`src/rtl/uart_fifo_pkg.sv`:
```
// Shared types and helpers for the buffered UART bridge.
package uart_fifo_pkg;

  // Transmit sequencer states.
  typedef enum logic [1:0] {
    IDLE  = 2'd0,
    START = 2'd1,
    GUARD = 2'd2,
    DRAIN = 2'd3
  } seq_state_e;

  // Occupancy counters need one bit beyond the address so that "full" is representable.
  function automatic int count_width(input int depth);
    return $clog2(depth) + 1;
  endfunction

endpackage

```
`src/rtl/sync_fifo.sv`:
```
// First-word fall-through synchronous FIFO with pointer-difference occupancy.
// A push to a full FIFO is accepted only when a pop retires the head in the same cycle.
module sync_fifo
  import uart_fifo_pkg::*;
#(
  parameter int DATA_WIDTH = 8,
  parameter int DEPTH      = 16
) (
  input  logic                          clk,
  input  logic                          rst,
  input  logic                          push_i,
  input  logic [DATA_WIDTH-1:0]         data_i,
  input  logic                          pop_i,
  output logic [DATA_WIDTH-1:0]         data_o,
  output logic                          full_o,
  output logic                          empty_o,
  output logic [count_width(DEPTH)-1:0] count_o,
  output logic                          drop_o
);

  localparam int AW = $clog2(DEPTH);
  localparam logic [AW:0] FULL_CNT = (AW + 1)'(DEPTH);

  logic [AW:0]           wr_ptr_q, wr_ptr_d;
  logic [AW:0]           rd_ptr_q, rd_ptr_d;
  logic [AW:0]           count;
  logic [DATA_WIDTH-1:0] mem_q [DEPTH];
  logic                  pop_ok;
  logic                  push_ok;

  assign count   = wr_ptr_q - rd_ptr_q;
  assign count_o = count;
  assign full_o  = (count == FULL_CNT);
  assign empty_o = (count == '0);
  assign pop_ok  = pop_i & ~empty_o;
  assign push_ok = push_i & (~full_o | pop_ok);
  assign drop_o  = push_i & ~push_ok;

  // Head is presented directly; zero while empty so the output is defined after reset.
  assign data_o = empty_o ? '0 : mem_q[rd_ptr_q[AW-1:0]];

  // Pointer advance; the extra MSB distinguishes full from empty.
  always_comb begin
    wr_ptr_d = wr_ptr_q;
    rd_ptr_d = rd_ptr_q;
    if (push_ok) wr_ptr_d = wr_ptr_q + 1'b1;
    if (pop_ok)  rd_ptr_d = rd_ptr_q + 1'b1;
  end

  // Pointer registers.
  always_ff @(posedge clk) begin
    if (rst) begin
      wr_ptr_q <= '0;
      rd_ptr_q <= '0;
    end else begin
      wr_ptr_q <= wr_ptr_d;
      rd_ptr_q <= rd_ptr_d;
    end
  end

  // Storage write; contents need no reset because the pointers gate visibility.
  always_ff @(posedge clk) begin
    if (push_ok) mem_q[wr_ptr_q[AW-1:0]] <= data_i;
  end

endmodule

```
`src/rtl/uart_fifo_bridge.sv`:
```
// Buffered UART port: RX/TX FIFOs, transmit sequencer for the start/busy handshake,
// and sticky overflow flags.
module uart_fifo_bridge
  import uart_fifo_pkg::*;
#(
  parameter int DATA_WIDTH   = 8,
  parameter int RX_DEPTH     = 16,
  parameter int TX_DEPTH     = 16,
  parameter int BUSY_LATENCY = 2
) (
  input  logic                             clk,
  input  logic                             rst,
  input  logic                             rxReady,
  input  logic [DATA_WIDTH-1:0]            rxData,
  output logic                             rxValid,
  output logic [DATA_WIDTH-1:0]            rxOutData,
  input  logic                             rxPop,
  input  logic                             txPush,
  input  logic [DATA_WIDTH-1:0]            txInData,
  output logic                             txFull,
  input  logic                             txBusy,
  output logic                             txStart,
  output logic [DATA_WIDTH-1:0]            txData,
  output logic [count_width(RX_DEPTH)-1:0] rxCount,
  output logic [count_width(TX_DEPTH)-1:0] txCount,
  output logic                             rxOverflow,
  output logic                             txOverflow,
  input  logic                             clearFlags
);

  localparam int GW = $clog2(BUSY_LATENCY + 1);

  logic                  rx_empty, rx_drop;
  logic                  tx_empty, tx_drop, tx_pop;
  logic [DATA_WIDTH-1:0] tx_head;

  seq_state_e            state_q, state_d;
  logic [GW-1:0]         guard_q, guard_d;
  logic [DATA_WIDTH-1:0] tx_data_q, tx_data_d;
  logic                  rx_ovf_q, rx_ovf_d;
  logic                  tx_ovf_q, tx_ovf_d;

  sync_fifo #(.DATA_WIDTH(DATA_WIDTH), .DEPTH(RX_DEPTH)) u_rx_fifo (
    .clk     (clk),
    .rst     (rst),
    .push_i  (rxReady),
    .data_i  (rxData),
    .pop_i   (rxPop),
    .data_o  (rxOutData),
    .full_o  (),
    .empty_o (rx_empty),
    .count_o (rxCount),
    .drop_o  (rx_drop)
  );

  sync_fifo #(.DATA_WIDTH(DATA_WIDTH), .DEPTH(TX_DEPTH)) u_tx_fifo (
    .clk     (clk),
    .rst     (rst),
    .push_i  (txPush),
    .data_i  (txInData),
    .pop_i   (tx_pop),
    .data_o  (tx_head),
    .full_o  (txFull),
    .empty_o (tx_empty),
    .count_o (txCount),
    .drop_o  (tx_drop)
  );

  assign rxValid    = ~rx_empty;
  assign txData     = tx_data_q;
  assign rxOverflow = rx_ovf_q;
  assign txOverflow = tx_ovf_q;

  // Sticky flags: a new drop wins over a simultaneous clear.
  always_comb begin
    rx_ovf_d = rx_ovf_q;
    tx_ovf_d = tx_ovf_q;
    if (clearFlags) begin
      rx_ovf_d = 1'b0;
      tx_ovf_d = 1'b0;
    end
    if (rx_drop) rx_ovf_d = 1'b1;
    if (tx_drop) tx_ovf_d = 1'b1;
  end

  // Sequencer next state: dequeue, pulse start, blind window for txBusy, then wait idle.
  always_comb begin
    state_d   = state_q;
    guard_d   = guard_q;
    tx_data_d = tx_data_q;
    tx_pop    = 1'b0;
    txStart   = 1'b0;
    case (state_q)
      IDLE: begin
        if (!tx_empty) begin
          tx_pop    = 1'b1;
          tx_data_d = tx_head;
          state_d   = START;
        end
      end
      START: begin
        txStart = 1'b1;
        guard_d = GW'(BUSY_LATENCY);
        state_d = GUARD;
      end
      GUARD: begin
        guard_d = guard_q - 1'b1;
        if (guard_q == GW'(1)) state_d = DRAIN;
      end
      DRAIN: begin
        if (!txBusy) state_d = IDLE;
      end
      default: state_d = IDLE;
    endcase
  end

  // Sequencer and flag registers.
  always_ff @(posedge clk) begin
    if (rst) begin
      state_q   <= IDLE;
      guard_q   <= '0;
      tx_data_q <= '0;
      rx_ovf_q  <= 1'b0;
      tx_ovf_q  <= 1'b0;
    end else begin
      state_q   <= state_d;
      guard_q   <= guard_d;
      tx_data_q <= tx_data_d;
      rx_ovf_q  <= rx_ovf_d;
      tx_ovf_q  <= tx_ovf_d;
    end
  end

endmodule
```
`config.mk`:
```
export PLATFORM = sky130hd
export DESIGN_NAME = uart_fifo_bridge
export DESIGN_NICKNAME = d
export VERILOG_FILES = /design/src/rtl/uart_fifo_pkg.sv /design/src/rtl/sync_fifo.sv /design/src/rtl/uart_fifo_bridge.sv
export SDC_FILE = /design/constraint.sdc
export NUM_CORES = 1
export LEC_CHECK = 0
export CORE_MARGIN = 4
export CORE_UTILIZATION = 35
export DETAILED_ROUTE_END_ITERATION = 8
export GPL_TIMING_DRIVEN = 0
export SLEW_MARGIN = 20
export SYNTH_ARGS = -nofsm -noshare
export SYNTH_HDL_FRONTEND = slang
export SYNTH_SLANG_ARGS = --single-unit
export TNS_END_PERCENT = 50
```
`constraint.sdc`:
```
create_clock -name clk -period 3.8 [get_ports clk]
set_input_delay 0.57 -clock clk [delete_from_list [all_inputs] [get_ports clk]]
set_output_delay 0.57 -clock clk [all_outputs]
set_load 0.02 [all_outputs]
```
==> impl_metrics.json <==
{
  "pwr_density_cell_mw_per_mm2": 664,
  "switching_share_pct": 30.1,
  "seq_area_frac_synth_pct": 70.8,
  "avgViaCountPerCell": 5.02,
  "cp-start-kind": "register",
  "num_vias": 6128,
  "worstSkewPairLatency_ps": 570,
  "clock_power_share_pct": 30.0,
  "first_pass_iters": 4,
  "synth_top_cell_by_area": "edfxtp_1",
  "diodes": 0,
  "antenna_found_initial": 0,
  "port-buffer-count": 53,
  "endpoint_kind": "output port",
  "yosysWarnings": 0,
  "cts_root_buf": "clkbuf_16",
  "cts_max_level": 1,
  "grt_start_max_net_pins": 17,
  "fin_util_pct": 41.8,
  "track_usage_pct": 13.6,
  "mostFrequentLayoutCells": "edfxtp_1 (256), mux4_2 (72), clkdlybuf4s50_1 (43)",
  "row_count": 67,
  "holdBufCountCts": 0,
  "min_period_ps": 3700,
  "num-nets-final": 797,
  "synth_area_mm2": 0.0119,
  "status": "completed",
  "p_switching_uw": 2810,
  "p_int_uw": 6520,
  "dr.first_iter.drc_count": 479,
  "timing.fmax_ghz": 0.270,
  "slew-limit-headroom_pct": 42.4,
  "ys_types": 48,
  "cp_data_arrival_time_ps": 3130,
  "pre_cts_slack_ps": -33.2,
  "drc": 0,
  "peakVddDrop_mv": 0.365,
  "drive_gt1_share_pct": 21.1,
  "dieWidth_um": 193,
  "dp_hpwl_um": 16600,
  "clock_sinks": 294,
  "setup_slack_ps": 95.5,
  "min_period_over_period_pct": 97.5,
  "synth_nets": 705,
  "final_common_cell": "edfxtp_1",
  "cts_buffers": 31,
  "post-synth-top-area-fraction_pct": 64.4,
  "hp-class": "register to register",
  "hold_ws_ps": 456,
  "synthFlopType": "edfxtp_1",
  "worstPathRequired_ps": 3230,
  "clkTransAtPathRegs_ps": 60,
  "comb_power_share_pct": 29.6,
  "cts_buffer_depth": 3,
  "rsz0062_at_grt": "true",
  "ios": 54,
  "synth_area_leaders": "edfxtp_1 (64%), mux4_2 (14%), dfxtp_1 (6.4%), ha_1 (2.5%), and3_1 (1.3%)",
  "synth_cells": 656,
  "setup_viol": 0,
  "syn_to_final_growth_pct": 17.8,
  "leakage_uw": 0.00459,
  "async_flop_share_pct": 0,
  "grt_first_pass_wirelength_um": 38200,
  "dieArea_mm2": 0.0371,
  "nFillCells": 2975,
  "initial_core_util_pct": 35.5,
  "wl_um": 25000,
  "core-area_mm2": 0.0336,
  "syn_area_per_cell_um2": 18.2,
  "worst_slew_pin_slew_ps": 862,
  "die_y_um": 193,
  "final_max_slew_viol_count": 0,
  "cts_tree": "built",
  "gp_congestion": 0.750,
  "hold_viol_final": 0,
  "antenna_left": 0,
  "synth-seq-cells": 294,
  "drv_cap": 0,
  "synth_edf_count": 256,
  "worstSetupPathType": "register to output port",
  "cp_max_fo": 5,
  "grt-ovfl-total": 0,
  "grt_pass1_vias": 6240,
  "wl_per_cell_um": 20.5,
  "finalClockSkew_ps": 25.2,
  "sequentialPowerShare_pct": 40.3
}
## cells by family after synthesis
logic type / after synthesis / synth area share [%]
multiplexers: 81 / 14.4
adder cells (fa/ha/maj): 26 / 2.85
AND/OR/NAND/NOR: 127 / 5.89
AO/OA/AOI/OAI: 62 / 3.23
buffers and inverters: 53 / 1.84
XOR/XNOR: 13 / 0.954
flip-flops: 294 / 70.8
## area by class of cell
type                            count  area, µm²  area share [%]
Clock buffer                       48        880            6.26
Sequential cell                   294       8450            60.1
Inverter                           27        101           0.721
Multi-Input combinational cell    310       3310            23.6
Tap cell                          448        561            3.99
Buffer                             25        131           0.934
Clock inverter                     10       71.3           0.507
Timing Repair Buffer               59        548            3.90
## final timing paths
path	slack [ps]	cells after the start	to	start
setup reg to reg	210	9	u_tx_fifo.wr_ptr_q[4]	u_tx_fifo.wr_ptr_q[0]
hold reg to reg	460	2	txData[3]	txData[3]
hold / removal	460	2	txData[3]	txData[3]
setup / recovery	100	11	rxOutData[6]	u_rx_fifo.wr_ptr_q[0]
## metrics by stage
step | power [µW] | instances | setup TNS, ps | cell area [µm²]
final | 9340 | 1221 | 0 | 14100
after global routing | 9770 | 1221 | -11.2 | 14100
after CTS | 9440 | 1220 | 0 | 14000
after detailed placement | 6520 | 1158 | -605 | 13000
after global placement | 6510 | 1157 | -1190 | 13000
after floorplan | 5540 | 656 | 0 | 11900
## timing repair
action | 4_1_cts | 5_1_grt
cloned | 2 | 0
buffers inserted | 3 | 1
endpoints found under the setup margin | 67 | 13
resized for setup | 45 | 6
pin swaps | 2 | 1
## critical path, cell delays in order, from the launching register on
cell	delay [ps]
dfxtp_2	340
inv_2	70
ha_1	160
inv_1	50
fa_1	390
xor2_1	170
or3_4	340
a211o_4	310
a21oi_4	210
clkbuf_8	210
nor2b_1	50
clkdlybuf4s15_2	250
## synthesized netlist by cell type (2+ instances only)
cell type  instances
a21oi_1           23
a31oi_1            2
and2_1             7
and3_1            24
buf_1              4
buf_2              9
clkbuf_1          11
dfxtp_1           38
edfxtp_1         256
fa_1               2
ha_1              24
inv_1             27
mux2_2             2
mux2i_1            5
mux4_2            72
nand2_1           20
nand2b_1           4
nand3_1            5
nand3b_1           2
nand4_1            3
nor2_1            19
nor2b_1           18
nor3_1             2
nor4_1             2
o21ai_0            8
o21ai_1            2
o22ai_1           17
or3_1             17
xnor2_1            7
xor2_1             6
## state kept, by name, summed over array words and instances (netlist names), named ones only
signal,count
u_rx_fifo.rd_ptr_q,5
u_rx_fifo.mem_q,128
u_rx_fifo.wr_ptr_q,5
guard_q,2
u_tx_fifo.mem_q,128
rxOverflow,1
txData,8
txOverflow,1
u_tx_fifo.wr_ptr_q,5
state_q,2
u_tx_fifo.rd_ptr_q,5
## power by group through the flow
stage / logic, µW / registers (µW) / clock network, µW
final: 2770 / 3770 / 2800
after global routing: 3000 / 3780 / 2990
after CTS: 2800 / 3770 / 2870
after detailed placement: 2690 / 3830 / 0
after global placement: 2680 / 3820 / 0
after floorplan: 1690 / 3850 / 0
## routing by layer
layer	global-route usage [%]	wire length, µm	vias up
li1	-	-	2801
met1	18.8	11000	3149
met2	22.2	12200	138
met3	2.77	1340	40
met4	3.15	461	0
met5	0	0	-
Power figures use the tool's default switching activity.
==> patch (same settings) <==
`tx_data_q` no longer has a reset.
--- a/src/rtl/uart_fifo_bridge.sv
+++ b/src/rtl/uart_fifo_bridge.sv
@@ -121,3 +121,2 @@
       guard_q   <= '0;
-      tx_data_q <= '0;
       rx_ovf_q  <= 1'b0;
@@ -127,3 +126,2 @@
       guard_q   <= guard_d;
-      tx_data_q <= tx_data_d;
       rx_ovf_q  <= rx_ovf_d;
@@ -133,2 +131,6 @@
 
+  always_ff @(posedge clk) begin
+    tx_data_q <= tx_data_d;
+  end
+
 endmodule
Function: differs if rst is asserted again (counterexample within 4 cycles, from zero or initial values and one cycle with rst high); with rst held inactive, the same outputs for 4 cycles.
==> patch against the original RTL <==
Via count down 2.1%; largest cell class unchanged; worst setup slack better by 62 ps; synthesized area up 0.58%; routed wire length down 3.3%; combinational power down 4%; die area up 0.55%; sequential cell count unchanged; design area up 0.18%; power down 1.9%; sequential share of layout area up 0.47 points; worst hold slack better by 43 ps.
==> patch: results (changes against the original RTL) <==
The tools report the global routing usage on met3 as 0.0218 (-0.00589). The logs give 443 uV (+22%) for the peak supply drop and 8530 um2 (+0.96%) for the area taken by flip-flops and latches. The delay of the slowest cell on the worst path works out to 460 ps (+70 ps).

Met1 wire length: 10.8 mm (-2.2%). The count of plain and timing-repair buffers in the layout is 83 (-1.2%). Post-CTS setup-driven buffer insertion count: 2 (-1). The logs give 0.181 (-0.00727) for the met1 track demand over resource and 0.131 (-0.00441) for the combined global-route utilization of all metal layers. For the maximum clock skew at final layout, the log shows 20.6 ps (-4.52 ps). The inverter count works out to 29 (+7.4%). Final-layout clock buffer total: 43 (-10%).

The run finished with clean final reports. Number of vias after detailed routing: 6000 (-2.1%). The timing endpoint of the critical path was rxOutData[2]. The largest individual stage delay along the critical path comes from the cell sky130_fd_sc_hd__fa_2.

The detailed placer's ending HPWL was 16.4 mm (-1.4%); the worst endpoint data arrival time was 3070 ps (-60 ps). The register-to-register path setup slack was 340 ps (+130 ps); the number of fillers in the final layout was 3009 (+1.1%). The TritonCTS buffer count was 30 (-3.2%); the final core utilization was 0.418 (about the same). The number of flops mapped to enable cells by yosys was 264 (+3.1%). The final critical-path share of the clock period came out at 0.959 (-0.0162). The placement-stage cell area is 13100 um2 (+0.57%).

The area of the multi-input gates came out at 3290 um2 (-0.68%). For the number of resized instances in the post-cts repair step, the log shows 38 (-16%). The clock insertion delay at the later pin of the skew report came out at 540 ps (-30 ps).

The routing usage on met2 was 0.225 (+0.00297). The detail-routed net length per standard cell came out at 19.9 um (-3.2%). The largest driver fanout on the critical path works out to 10 (+5). The wire length on met2 is 12.2 mm (-0.47%). The fraction of final layout cells sized beyond drive strength 1 works out to 0.202 (-0.00853). The wire length on met3 is 980 um (-27%), and the clock distribution area overhead in the final layout is 0.0632 (-0.00447). The power dissipated in sequential cells is 3810 uW (+1%). After synthesis, the cell types taking the most area are sky130_fd_sc_hd__edfxtp_1, sky130_fd_sc_hd__mux4_2, sky130_fd_sc_hd__dfxtp_1.

The net count after synthesis was 709 (+0.57%). The run gives 6272 (+0.51%) as the via count of the first global-routing pass. The cell area after layout came out at 14100 um2 (+0.18%).

The static leakage came out at 0.00462 uW (+0.61%). The endpoint of the lowest-slack register-to-register path was u_tx_fifo.mem_q[8][1]$_DFFE_PP_. The count of cell types in the netlist was 54 (+13%); the total power draw was 9150 uW (-1.9%). The cell family contributing the most delay on the critical path is adder cells. The transition time of the tightest slew-check pin is 935 ps (+73.6 ps). DRC violation total after the first TritonRoute iteration: 382 (-20%).

The startpoint identified for the worst register-to-register timing path is u_tx_fifo.rd_ptr_q[2]$_SDFFE_PP0P_. Counting instances in the post-synthesis netlist gives the leading cell types as sky130_fd_sc_hd__edfxtp_1, sky130_fd_sc_hd__mux4_2, sky130_fd_sc_hd__nand2_1. The routability congestion estimate came out at 0.724 (-3.5%).
[patch: cell count changes in the layout (fill, tap and decap cells not counted), moves of 6 or more]
cell,change
sky130_fd_sc_hd__o22ai_1,-16
sky130_fd_sc_hd__nand2_1,+20
sky130_fd_sc_hd__and3_1,+11
sky130_fd_sc_hd__a31oi_1,+6
sky130_fd_sc_hd__or3_1,-8
sky130_fd_sc_hd__edfxtp_1,+8
sky130_fd_sc_hd__a21oi_1,-11
sky130_fd_sc_hd__buf_2,-6
sky130_fd_sc_hd__dfxtp_1,-7
[patch: cells by family after synthesis]
logic type                 after synthesis  synth area share
AOI/OAI and AO/OA                       45            0.0257
xor gates and xnor gates                14            0.0102
adders and majority gates               26            0.0284
buffers and inverters                   56            0.0190
DFF                                    294             0.711
muxes                                   80             0.143
and+or+nand+nor                        145            0.0633
[patch: worst min-delay path by stage]
stage	start	endpoint	slack, ps	cells after the start
2_1_floorplan	guard_q[0]$_SDFFE_PP0P_	guard_q[0]$_SDFFE_PP0P_	460	2
3_3_place_gp	guard_q[0]$_SDFFE_PP0P_	guard_q[0]$_SDFFE_PP0P_	480	2
3_5_place_dp	u_rx_fifo.rd_ptr_q[4]$_SDFFE_PP0N_	u_rx_fifo.rd_ptr_q[4]$_SDFFE_PP0N_	500	2
4_1_cts	u_rx_fifo.rd_ptr_q[4]$_SDFFE_PP0N_	u_rx_fifo.rd_ptr_q[4]$_SDFFE_PP0N_	510	2
5_1_grt	u_rx_fifo.rd_ptr_q[4]$_SDFFE_PP0N_	u_rx_fifo.rd_ptr_q[4]$_SDFFE_PP0N_	520	2
6_report	u_rx_fifo.rd_ptr_q[4]$_SDFFE_PP0N_	u_rx_fifo.rd_ptr_q[4]$_SDFFE_PP0N_	500	2
